$ cat src/rtl/sample_pair_packer.sv
// Raster-to-pair packer feeding the column DWT 9/7 stage.
// Turns a one-sample-per-beat sof/eol framed stream into {odd, even} pairs,
// mirrors the missing sample of odd-length lines (x[N] = x[N-2]), tracks the
// first line length of each frame and raises a sticky framing error.
// The pair output is fully registered.
module sample_pair_packer #(
    parameter int DataWidth       = 16,
    parameter int MaximumSideSize = 512,
    localparam int LenW           = $clog2(MaximumSideSize + 1)
) (
    input  logic                   clk_i,
    input  logic                   rst_ni,
    output logic                   s_ready_o,
    input  logic                   s_valid_i,
    input  logic                   s_sof_i,
    input  logic                   s_eol_i,
    input  logic [DataWidth-1:0]   s_data_i,
    input  logic                   m_ready_i,
    output logic                   m_valid_o,
    output logic                   m_sof_o,
    output logic                   m_eol_o,
    output logic [2*DataWidth-1:0] m_data_o,
    output logic [LenW-1:0]        line_len_o,
    output logic                   len_err_o
);

    // One extra counter bit so the saturation value MaximumSideSize+1 always fits.
    localparam int CntW = LenW + 1;
    localparam logic [CntW-1:0] CntSat = CntW'(MaximumSideSize + 1);
    localparam logic [CntW-1:0] CntMax = CntW'(MaximumSideSize);

    typedef enum logic {ST_EVEN, ST_ODD} state_t;

    state_t                 r_state;
    state_t                 w_state_nxt;
    logic [DataWidth-1:0]   r_even;
    logic                   r_sof_held;
    logic [DataWidth-1:0]   r_prev_odd;
    logic                   r_prev_vld;
    logic [CntW-1:0]        r_cnt;
    logic                   r_first;
    logic [LenW-1:0]        r_line_len;
    logic                   r_err;
    logic                   r_m_valid;
    logic                   r_m_sof;
    logic                   r_m_eol;
    logic [2*DataWidth-1:0] r_m_data;

    logic                   w_accept;
    logic                   w_as_even;
    logic [CntW-1:0]        w_cnt_base;
    logic [CntW-1:0]        w_cnt_inc;
    logic                   w_first_eff;
    logic                   w_err_set;
    logic                   w_load;
    logic [2*DataWidth-1:0] w_pair;
    logic                   w_pair_sof;
    logic                   w_pair_eol;

    assign s_ready_o  = !r_m_valid | m_ready_i;
    assign w_accept   = s_valid_i & s_ready_o;
    // A sof always restarts pairing; a sample held in ODD is abandoned.
    assign w_as_even  = (r_state == ST_EVEN) | s_sof_i;

    // The sof sample counts as the first sample of a fresh line.
    assign w_cnt_base = s_sof_i ? '0 : r_cnt;
    assign w_cnt_inc  = (w_cnt_base >= CntSat) ? CntSat : w_cnt_base + CntW'(1);

    // An eol on the sof beat itself is still the first eol of the frame.
    assign w_first_eff = s_sof_i | r_first;

    assign w_err_set = w_accept &
                       ((s_sof_i & (r_state == ST_ODD)) |
                        (w_cnt_inc > CntMax) |
                        (s_eol_i & !w_first_eff & (w_cnt_inc != {1'b0, r_line_len})));

    // Next state and the pair to load into the output register
    always_comb begin
        w_state_nxt = r_state;
        w_load      = 1'b0;
        w_pair      = r_m_data;
        w_pair_sof  = 1'b0;
        w_pair_eol  = 1'b0;
        if (w_accept) begin
            if (w_as_even) begin
                if (s_eol_i) begin
                    // Odd-length line: mirror x[N-2]; a 1-sample line pairs with itself.
                    w_load      = 1'b1;
                    w_pair      = {(r_prev_vld & !s_sof_i) ? r_prev_odd : s_data_i, s_data_i};
                    w_pair_sof  = s_sof_i;
                    w_pair_eol  = 1'b1;
                    w_state_nxt = ST_EVEN;
                end else begin
                    w_state_nxt = ST_ODD;
                end
            end else begin
                w_load      = 1'b1;
                w_pair      = {s_data_i, r_even};
                w_pair_sof  = r_sof_held;
                w_pair_eol  = s_eol_i;
                w_state_nxt = ST_EVEN;
            end
        end
    end

    // State, held samples, line counting and error tracking
    always_ff @(posedge clk_i) begin
        if (!rst_ni) begin
            r_state    <= ST_EVEN;
            r_even     <= '0;
            r_sof_held <= 1'b0;
            r_prev_odd <= '0;
            r_prev_vld <= 1'b0;
            r_cnt      <= '0;
            r_first    <= 1'b1;
            r_line_len <= '0;
            r_err      <= 1'b0;
        end else begin
            r_state <= w_state_nxt;
            if (w_accept) begin
                r_cnt <= s_eol_i ? '0 : w_cnt_inc;
                if (w_as_even && !s_eol_i) begin
                    r_even     <= s_data_i;
                    r_sof_held <= s_sof_i;
                end
                if (!w_as_even) begin
                    r_prev_odd <= s_data_i;
                end
                // The mirror source is only valid within the current line.
                if (s_eol_i || s_sof_i) begin
                    r_prev_vld <= 1'b0;
                end else if (!w_as_even) begin
                    r_prev_vld <= 1'b1;
                end
                if (s_eol_i && w_first_eff) begin
                    r_line_len <= w_cnt_inc[LenW-1:0];
                end
                if (s_eol_i) begin
                    r_first <= 1'b0;
                end else if (s_sof_i) begin
                    r_first <= 1'b1;
                end
                // sof clears the sticky error, but an error raised on that beat wins.
                if (s_sof_i) begin
                    r_err <= w_err_set;
                end else begin
                    r_err <= r_err | w_err_set;
                end
            end
        end
    end

    // Output pair register: load on a completed pair, drop when consumed
    always_ff @(posedge clk_i) begin
        if (!rst_ni) begin
            r_m_valid <= 1'b0;
            r_m_sof   <= 1'b0;
            r_m_eol   <= 1'b0;
            r_m_data  <= '0;
        end else if (w_load) begin
            r_m_valid <= 1'b1;
            r_m_sof   <= w_pair_sof;
            r_m_eol   <= w_pair_eol;
            r_m_data  <= w_pair;
        end else if (m_ready_i) begin
            r_m_valid <= 1'b0;
            r_m_sof   <= 1'b0;
            r_m_eol   <= 1'b0;
        end
    end

    assign m_valid_o  = r_m_valid;
    assign m_sof_o    = r_m_sof;
    assign m_eol_o    = r_m_eol;
    assign m_data_o   = r_m_data;
    assign line_len_o = r_line_len;
    assign len_err_o  = r_err;

endmodule

$ cat config.mk
export PLATFORM = sky130hd
export DESIGN_NAME = sample_pair_packer
export DESIGN_NICKNAME = d
export VERILOG_FILES = /design/src/rtl/sample_pair_packer.sv
export SDC_FILE = /design/constraint.sdc
export NUM_CORES = 1
export LEC_CHECK = 0
export CAP_MARGIN = 20
export CORE_ASPECT_RATIO = 0.5
export CORE_MARGIN = 5
export CORE_UTILIZATION = 48
export DETAILED_ROUTE_END_ITERATION = 7
export GPL_TIMING_DRIVEN = 0
export PLACE_DENSITY = 0.73
export SETUP_SLACK_MARGIN = 0.1
export SKIP_CTS_REPAIR_TIMING = 1
export SKIP_LAST_GASP = 1
export SLEW_MARGIN = 20
export SYNTH_ARGS = -nofsm -noshare
export SYNTH_HDL_FRONTEND = slang
export SYNTH_SLANG_ARGS = --single-unit
$ cat constraint.sdc
create_clock -name clk_i -period 2.7 [get_ports clk_i]
set_clock_uncertainty 0.05 [all_clocks]
set_input_delay 0.27 -clock clk_i [delete_from_list [all_inputs] [get_ports clk_i]]
set_output_delay 0.27 -clock clk_i [all_outputs]
set_load 0.005 [all_outputs]
-- Word-level counts from Yosys, hierarchy flattened
Cells that the tools add are included.
- bits in writable memories: 0
- bits in latches: 0
- flip-flop bits (word level): 93
- word-level logic and storage cells: 73
- memories kept: 0
- memory bits (read-only): 0
- divide/modulo/power cells: 0
- $lt $le $gt $ge: 2
- add/sub/neg operators: 1
- bitwise operators: 14
- multiplexer cells: 25
- eq/ne operators: 3
- multipliers: 0
- shift-type cells: 0
- reduce and logical (&&, ||, !) cells: 15
- operators by type and width (operator ; count):
    32-bit two-way mux ; 2
    11-bit two-way mux ; 3
    1-bit two-way mux ; 19
    16-bit two-way mux ; 1
    11-bit by 1-bit adder with 11-bit output (second input constant) ; 1
    11-bit by 10-bit >= comparator with 1-bit output (second input constant) ; 1
    11-bit by 10-bit greater-than comparator with 1-bit output (second input constant) ; 1
    11-bit by 10-bit inequality test with 1-bit output ; 1
    2-bit AND reduction ; 5
    1-bit AND ; 6
    1-bit bitwise OR ; 6
    1-bit logical NOT ; 4
    2-bit nonzero test ; 2
    3-bit AND reduction ; 1
    1-bit logical AND ; 2
    2-bit by 1-bit inequality test with 1-bit output (second input constant) ; 1
    2-bit inequality test (second input constant) ; 1
    1-bit inverter ; 2
    1-bit logical OR ; 1

-- Logic depth before layout (Yosys ltp)
Gate-level depths: netlist of the first run.
- depth in word-level cells: 9
- gate-level depth with buffers: 12
- gate-level depth less buffers: 10

-- Worst setup path before layout of the first run
Ideal clock, no wire load.
- path kind: input -> register
- from: input s_sof_i
- to: register r_err, in the netlist len_err_o
- path slack: -0.145 ns
- required time: 2.522 ns
- arrival: 2.667 ns
- stages: 12
- path buffers: 2
- cells stage by stage: buf_2 -> clkbuf_1 -> nand2b_1 -> inv_1 -> ha_1 -> inv_1 -> or3_1 -> a2111o_1 -> xnor2_1 -> or4_1 -> nor4_1 -> o22ai_1
- longest elaborated chain between the ends: 9
- elaborated cells on any way between the ends: 16
- classes of those cells: 1 x add/sub; 2 x order compare; 1 x eq/ne; 3 x mux; 8 x bitwise; 1 x reduce/logical
- RTL lines (element ; RTL line ; RTL):
    start: declaration ; 15 ; input logic s_sof_i,
    11-bit two-way mux ; 66 ; assign w_cnt_base = s_sof_i ? '0 : r_cnt;
    11-bit by 1-bit adder with 11-bit output / 11-bit by 10-bit >= comparator with 1-bit output (equally long branches) ; 67 ; assign w_cnt_inc = (w_cnt_base >= CntSat) ? CntSat : w_cnt_base + CntW'(1);
    11-bit two-way mux ; 67 ;
    11-bit by 10-bit greater-than comparator with 1-bit output / 11-bit by 10-bit inequality test with 1-bit output (equally long branches) ; 74, 75 ;
    1-bit bitwise OR / 1-bit AND (equally long branches) ; 73, 75 ;
    1-bit bitwise OR ; 74 ; (w_cnt_inc > CntMax) |
    1-bit AND ; 72 ; assign w_err_set = w_accept &
    1-bit bitwise OR ; 147 ; r_err <= r_err | w_err_set;
    1-bit two-way mux * ; 144 ; if (s_sof_i) begin
    end signal: assignment ; 145 ; r_err <= w_err_set;
    end signal: assignment ; 147 ;
    end: declaration ; 43 ; logic r_err;
Mark *: on every way between the ends. The rest lies on a longest branch, timed or not.
A chain may end at the register's enable or synchronous reset.

-- Worst setup path in the final report of the first run
- from: register r_cnt[0]
- to: register r_err, in the netlist len_err_o
- longest elaborated chain between the ends: 9
- elaborated cells on any way between the ends: 12
- classes of those cells: 1 x add/sub; 2 x order compare; 1 x eq/ne; 3 x mux; 5 x bitwise
- RTL lines (element ; RTL line ; RTL):
    start: declaration ; 40 ; logic [CntW-1:0] r_cnt;
    start signal: assignment ; 121 ; r_cnt <= s_eol_i ? '0 : w_cnt_inc;
    11-bit two-way mux * ; 66 ;
    11-bit by 1-bit adder with 11-bit output / 11-bit by 10-bit >= comparator with 1-bit output (equally long branches) ; 67 ;
    11-bit two-way mux * ; 67 ;
    11-bit by 10-bit greater-than comparator with 1-bit output / 11-bit by 10-bit inequality test with 1-bit output (equally long branches) ; 74, 75 ;
    1-bit bitwise OR / 1-bit AND (equally long branches) ; 73, 75 ;
    1-bit bitwise OR * ; 74 ;
    1-bit AND * ; 72 ;
    1-bit bitwise OR ; 147 ;
    1-bit two-way mux * ; 144 ;
Marks and branches as above.

==> results of run 1 <==
[power breakdown]
part	switching [W]	internal (W)	total [W]
logic	0.000186	0.000194	0.000380
clock network	0.000545	0.000675	0.00122
registers	0.0000345	0.00143	0.00147
[how the worst min path moves through the flow]
stage | cells past startpoint | endpoint | from
global route | 2 | r_prev_odd[9] | rst_ni
CTS | 2 | r_prev_odd[6] | rst_ni
floorplan | 2 | r_even[13] | s_data_i[13]
finish | 2 | r_prev_odd[4] | rst_ni
detailed placement | 2 | r_prev_odd[9] | r_prev_odd[9]
global placement | 2 | r_even[13] | r_even[13]
[metal layers]
metal / vias up / global-route usage / routed length, um
li1: 1852 / - / -
met4: 0 / 0.0400 / 100
met5: - / 0 / 0
met2: 78 / 0.326 / 5160
met3: 9 / 0.0547 / 478
met1: 1824 / 0.280 / 5310
[through the flow]
| step | util | setup TNS [ps] |
|---|---|---|
| 3_3_place_gp | 0.592 | -6040 |
| 5_1_grt | 0.635 | -175 |
| 2_1_floorplan | - | 0 |
| 3_5_place_dp | 0.592 | -6730 |
| 6_report | 0.635 | -72.8 |
| 4_1_cts | 0.625 | -567 |
[state kept, by name, indices dropped and copies added, names as in the netlist]
| register | flops |
|---|---|
| m_data_o | 32 |
| r_even | 16 |
| r_prev_odd | 16 |
| r_cnt | 11 |
| line_len_o | 10 |
| len_err_o | 1 |
| m_eol_o | 1 |
| m_sof_o | 1 |
| m_valid_o | 1 |
| r_first | 1 |
| r_prev_vld | 1 |
| r_sof_held | 1 |
| r_state | 1 |
[worst max-delay path, cell delays in order (launching register included)]
cell	delay (ps)
dfxtp_1	460
nor2b_4	240
ha_4	170
inv_1	50
or3_1	320
a2111o_1	390
xnor2_1	130
or4_1	440
nor4_2	300
o22ai_1	100
[logic make-up after synthesis]
| family | Yosys count | synth area share |
|---|---|---|
| AO/OA/AOI/OAI | 112 | 0.216 |
| XOR/XNOR | 13 | 0.0264 |
| adder cells (fa/ha/maj) | 2 | 0.00579 |
| buffers and inverters | 39 | 0.0362 |
| flip-flops | 93 | 0.431 |
| multiplexers | 32 | 0.0742 |
| AND/OR/NAND/NOR | 194 | 0.211 |
[final cells by class]
| cell class | instances | share of cell area |
|---|---|---|
| Buffer | 36 | 0.0297 |
| Clock inverter | 4 | 0.00586 |
| Tap cell | 117 | 0.0264 |
| Sequential cell | 93 | 0.336 |
| Clock buffer | 11 | 0.0455 |
| Multi-Input combinational cell | 353 | 0.430 |
| Inverter | 3 | 0.00203 |
| Timing Repair Buffer | 70 | 0.125 |
[cells in the final DEF (no fill, tap or decap), types with 2 or more instances in the layout]
cell | synthesis | layout
xor2_1 | 9 | 9
buf_2 | 7 | 6
nor3_1 | 6 | 5
nand2_1 | 125 | 125
clkbuf_1 | 27 | 23
clkbuf_8 | 0 | 3
clkbuf_2 | 1 | 4
nor2_1 | 11 | 10
o211a_1 | 34 | 34
a22oi_1 | 9 | 9
xnor2_1 | 4 | 4
buf_4 | 0 | 3
a21oi_1 | 5 | 4
clkinvlp_4 | 0 | 2
clkdlybuf4s50_1 | 0 | 66
and2_1 | 5 | 5
nand3_1 | 4 | 4
clkbuf_16 | 0 | 9
inv_1 | 3 | 2
dfxtp_1 | 93 | 92
nor4_4 | 1 | 2
o21ai_0 | 7 | 7
a21boi_0 | 42 | 42
nand2b_1 | 5 | 4
or3_1 | 3 | 3
and3_1 | 5 | 5
nor2b_1 | 15 | 14
mux2i_1 | 32 | 32
nand4_1 | 2 | 2
nand4b_1 | 2 | 2
nor3b_1 | 2 | 2
==> results.cfg, run 1 <==
[clocking]
cts_buffers = 9
clockBufferDepth = 2
cts.clk_slew.worst_paths_ps = 70
clock-sinks = 93
worstSkewPairLatency_ps = 340
cts_tree = yes
cts-root-buf = clkbuf_16
htreeDepth = 3

[timing]
hold_viol_final = 0
finalMaxSlewViolations = 0
holdWs_ps = 298
rsz0062_at_grt = true
finalWorstSetupSlack_ps = -72.8
tightest_slew_ps = 654
min_period_ps = 2770
fmax_mhz = 361
slew_headroom = 0.562
finalCritPeriodShare = 1.03
setup_viol_count_final = 1

[worst_setup_path]
crit_fanout = 6
regToRegStartpoint = r_cnt[0]
ff2ff_setup_slack_ps = -70
start_kind = register
r2r_end = len_err_o
r2r_cells = 9
end_kind = register
crit_type = reg -> reg
crit_end = len_err_o
crit_arrival_ps = 2940
startpoint = r_cnt[0]
worst_ep_required_time_ps = 2870

[cells_and_area]
multi_input_area_um2 = 2390
register_area_um2 = 1860
drive_above_1_share = 0.0877
n_fill_cell = 772
fin_cells = 687
synthToLayoutAreaGrowth_pct = 28.6
final_area_um2 = 5550
nets = 590
insertedDiodeCount = 0

[logic_synthesis]
yosys_warnings = 0
syn_avg_cell_area_um2 = 8.90
syn-num-nets = 509
yosysTopAreaCell = dfxtp_1
syn_area_um2 = 4320
ys_async_sr_fraction = 0
ys_seq_area_frac = 0.431
synth_edf_count = 0
yosys.area.top_type_share = 0.431
synth_top_cells_by_count = 125 x nand2_1, 93 x dfxtp_1, 42 x a21boi_0
synth_seq_cells = 93
synth.most_common_cell = nand2_1
ys_top_cells_by_area = dfxtp_1 43%, nand2_1 11%, o211a_1 7.9%
yosysUniqueCellTypes = 49
syn_inst = 485
synth_ff_type = dfxtp_1

[pwr]
power.leakage_nw = 2.28
power_density_nw_per_um2 = 552
power.total_w = 0.00307
ir_worst_vdd_v = 0.000376

[status]
violations = negative setup slack
status = finished, violations left

[route]
via_per_inst = 5.48
route.detailed.drc = 0
num_vias = 3763
first_pass_iters = 5
wl_um = 11000
drtIter0Drc = 244
final_antenna_net_count = 0
wl_per_cell_um = 16.1

[floorplan]
coreArea_um2 = 8740
die_h_um = 77.1
rows = 24
io_pins = 69
dieArea_um2 = 11100
die_w_um = 144
start_util = 0.494

[placement]
io_buffers = 67
place_area_um2 = 5180
dpl_worst_slack_ps = -912
place_hpwl_um = 7950
place_congestion = 0.917
place_inst = 669

[global_routing]
grt_util_all_layers = 0.204
grt_pass1_vias = 3564
overflow = 0
grt_pass1_wl_um = 18200
antenna_found_initial = 0
grt_max_degree = 16

[worst_hold_path]
hold_class = in -> reg

[flow_run]
maxCapViolCount = 0
Note: power is estimated with default switching activity, not from simulation.
==> inputs of run 2 (changes only) <==
- CORE_UTILIZATION: 48 -> 50
- PLACE_DENSITY: 0.73 -> 0.72
- clock period: 2.7 -> 3 ns (I/O delays scaled with it)
==> run 2 against run 1 <==
Against the previous run:
- non-clock buffer count is 3 lower
- flip-flop and latch count did not move
- count of clock-buffer cells in the layout down 2
- sequential power fell by 10%
- cell count fell by 1.2%
- critical path depth rose by 4
- total power shrank 5.3%
- critical path type is now in -> reg
- the run now ends clean
==> results.cfg, run 2 (synthesis gave the netlist of run 1 again) <==
[status]
status = complete, no violations

[worst_setup_path]
start_kind = input port
critical-path-top-delay-family = simple AND/OR/NAND/NOR gates
r2r_cells = 9
end_kind = register
ff2ff_setup_slack_ps = 180
regToRegStartpoint = r_cnt[0]
crit_fanout = 10
cp_cell_sequence = dlymetal6s2s_1, buf_6, clkbuf_4, nand2b_1, inv_1, ha_2, inv_1, or3_1, a2111o_1, xnor2_1, or4_1, nor4_4, o22ai_1
cp_common_cell = inv_1
worst_ep_required_time_ps = 3180
crit_arrival_ps = 3010
crit_slowest_cell = or4_1
max_stage_delay_ps = 460
critical_path_buf_inv_count = 5
crit_type = in -> reg
r2r_end = len_err_o

[worst_hold_path]
whs_endpoint = r_prev_odd[9]
hold_class = in -> reg
min_path_cells = 2
hp-start = rst_ni

[placement]
place_area_um2 = 5130
dpl_worst_slack_ps = -927
io_buffers = 67
place_hpwl_um = 7960
place_congestion = 0.926

[global_routing]
antenna_found_initial = 0
grt_pass1_wl_um = 18200
grt_util_all_layers = 0.219
overflow = 0
grt_max_degree = 17
grt_pass1_vias = 3593

[clocking]
clock-sinks = 93
htreeDepth = 3
cts-root-buf = clkbuf_16
cts.clk_slew.worst_paths_ps = 70
worstSkewPairLatency_ps = 350
cts_buffers = 9
cts_tree = yes
clockBufferDepth = 2

[route]
wl_per_cell_um = 16.7
top_layer = met4
final_antenna_net_count = 0
via_per_inst = 5.51
num_vias = 3742
wl_um = 11300
wl_met3_um = 585
route.detailed.drc = 0
wl_met1_um = 5150
drtIter0Drc = 268
wl_met2_um = 5400
first_pass_iters = 4

[timing]
finalMaxSlewViolations = 0
setup_viol_count_final = 0
min_period_ps = 2840
rsz0062_at_grt = true
fmax_mhz = 353
finalWorstSetupSlack_ps = 164
slew_headroom = 0.544
holdWs_ps = 355
tightest_slew_ps = 682
finalCritPeriodShare = 0.945
hold_viol_final = 0

[floorplan]
io_pins = 69
start_util = 0.526
dieArea_um2 = 10700
die_h_um = 75.7
coreArea_um2 = 8200
die_w_um = 141
rows = 23

[cells_and_area]
layout_common_cells = 125 x nand2_1, 93 x dfxtp_1, 66 x clkdlybuf4s50_1
nets = 587
insertedDiodeCount = 0
synthToLayoutAreaGrowth_pct = 28.0
drive_above_1_share = 0.0723
postLayoutCoreUtil = 0.674
final_common_cell = nand2_1
final_area_um2 = 5530
largest_reg_flops = 32

[pwr]
power.total_w = 0.00290
power.leakage_nw = 2.27
ir_worst_vdd_v = 0.000333
power_density_nw_per_um2 = 525

[flow_run]
maxCapViolCount = 0
==> run 2: report_power, final <==
group | switching [W] | total, W | internal, W
logic | 0.000165 | 0.000337 | 0.000172
clock network | 0.000510 | 0.00125 | 0.000735
registers | 0.0000317 | 0.00132 | 0.00129
total | 0.000708 | 0.00290 | 0.00220
==> run 2: per-stage QoR <==
| step | instances | TNS, ps |
|---|---|---|
| floorplan | 485 | 0 |
| global placement | 664 | -1370 |
| detailed placement | 664 | -1510 |
| CTS | 679 | -583 |
| global route | 679 | 0 |
| finish | 679 | 0 |
==> run 2: area by class of cell <==
cell class                      count  area (um2)
Timing Repair Buffer               67         673
Tap cell                          112         140
Inverter                            3        11.3
Clock inverter                      6        95.1
Clock buffer                        9         225
Sequential cell                    93        1860
Multi-Input combinational cell    353        2360
Buffer                             36         155
Fill cell                         730        2680
==> run 2: metal layers <==
metal / vias up / GRT usage
met5: - / 0
met4: 0 / 0.0713
met3: 15 / 0.0545
met2: 100 / 0.370
met1: 1775 / 0.283
li1: 1852 / -
==> run 2: how the worst max path moves through the flow <==
stage,startpoint,end,depth (start not counted)
2_1_floorplan,s_sof_i,len_err_o,12
3_3_place_gp,s_sof_i,len_err_o,12
3_5_place_dp,s_sof_i,len_err_o,12
4_1_cts,s_sof_i,len_err_o,12
5_1_grt,s_sof_i,len_err_o,13
6_report,s_sof_i,len_err_o,13
==> run 2: worst reg2reg max path, cell delays in order, from the launching register on <==
cell,delay [ps]
dfxtp_1,440
nor2b_2,240
ha_2,240
inv_1,60
or3_1,370
a2111o_1,450
xnor2_1,130
or4_1,460
nor4_4,170
o22ai_1,100
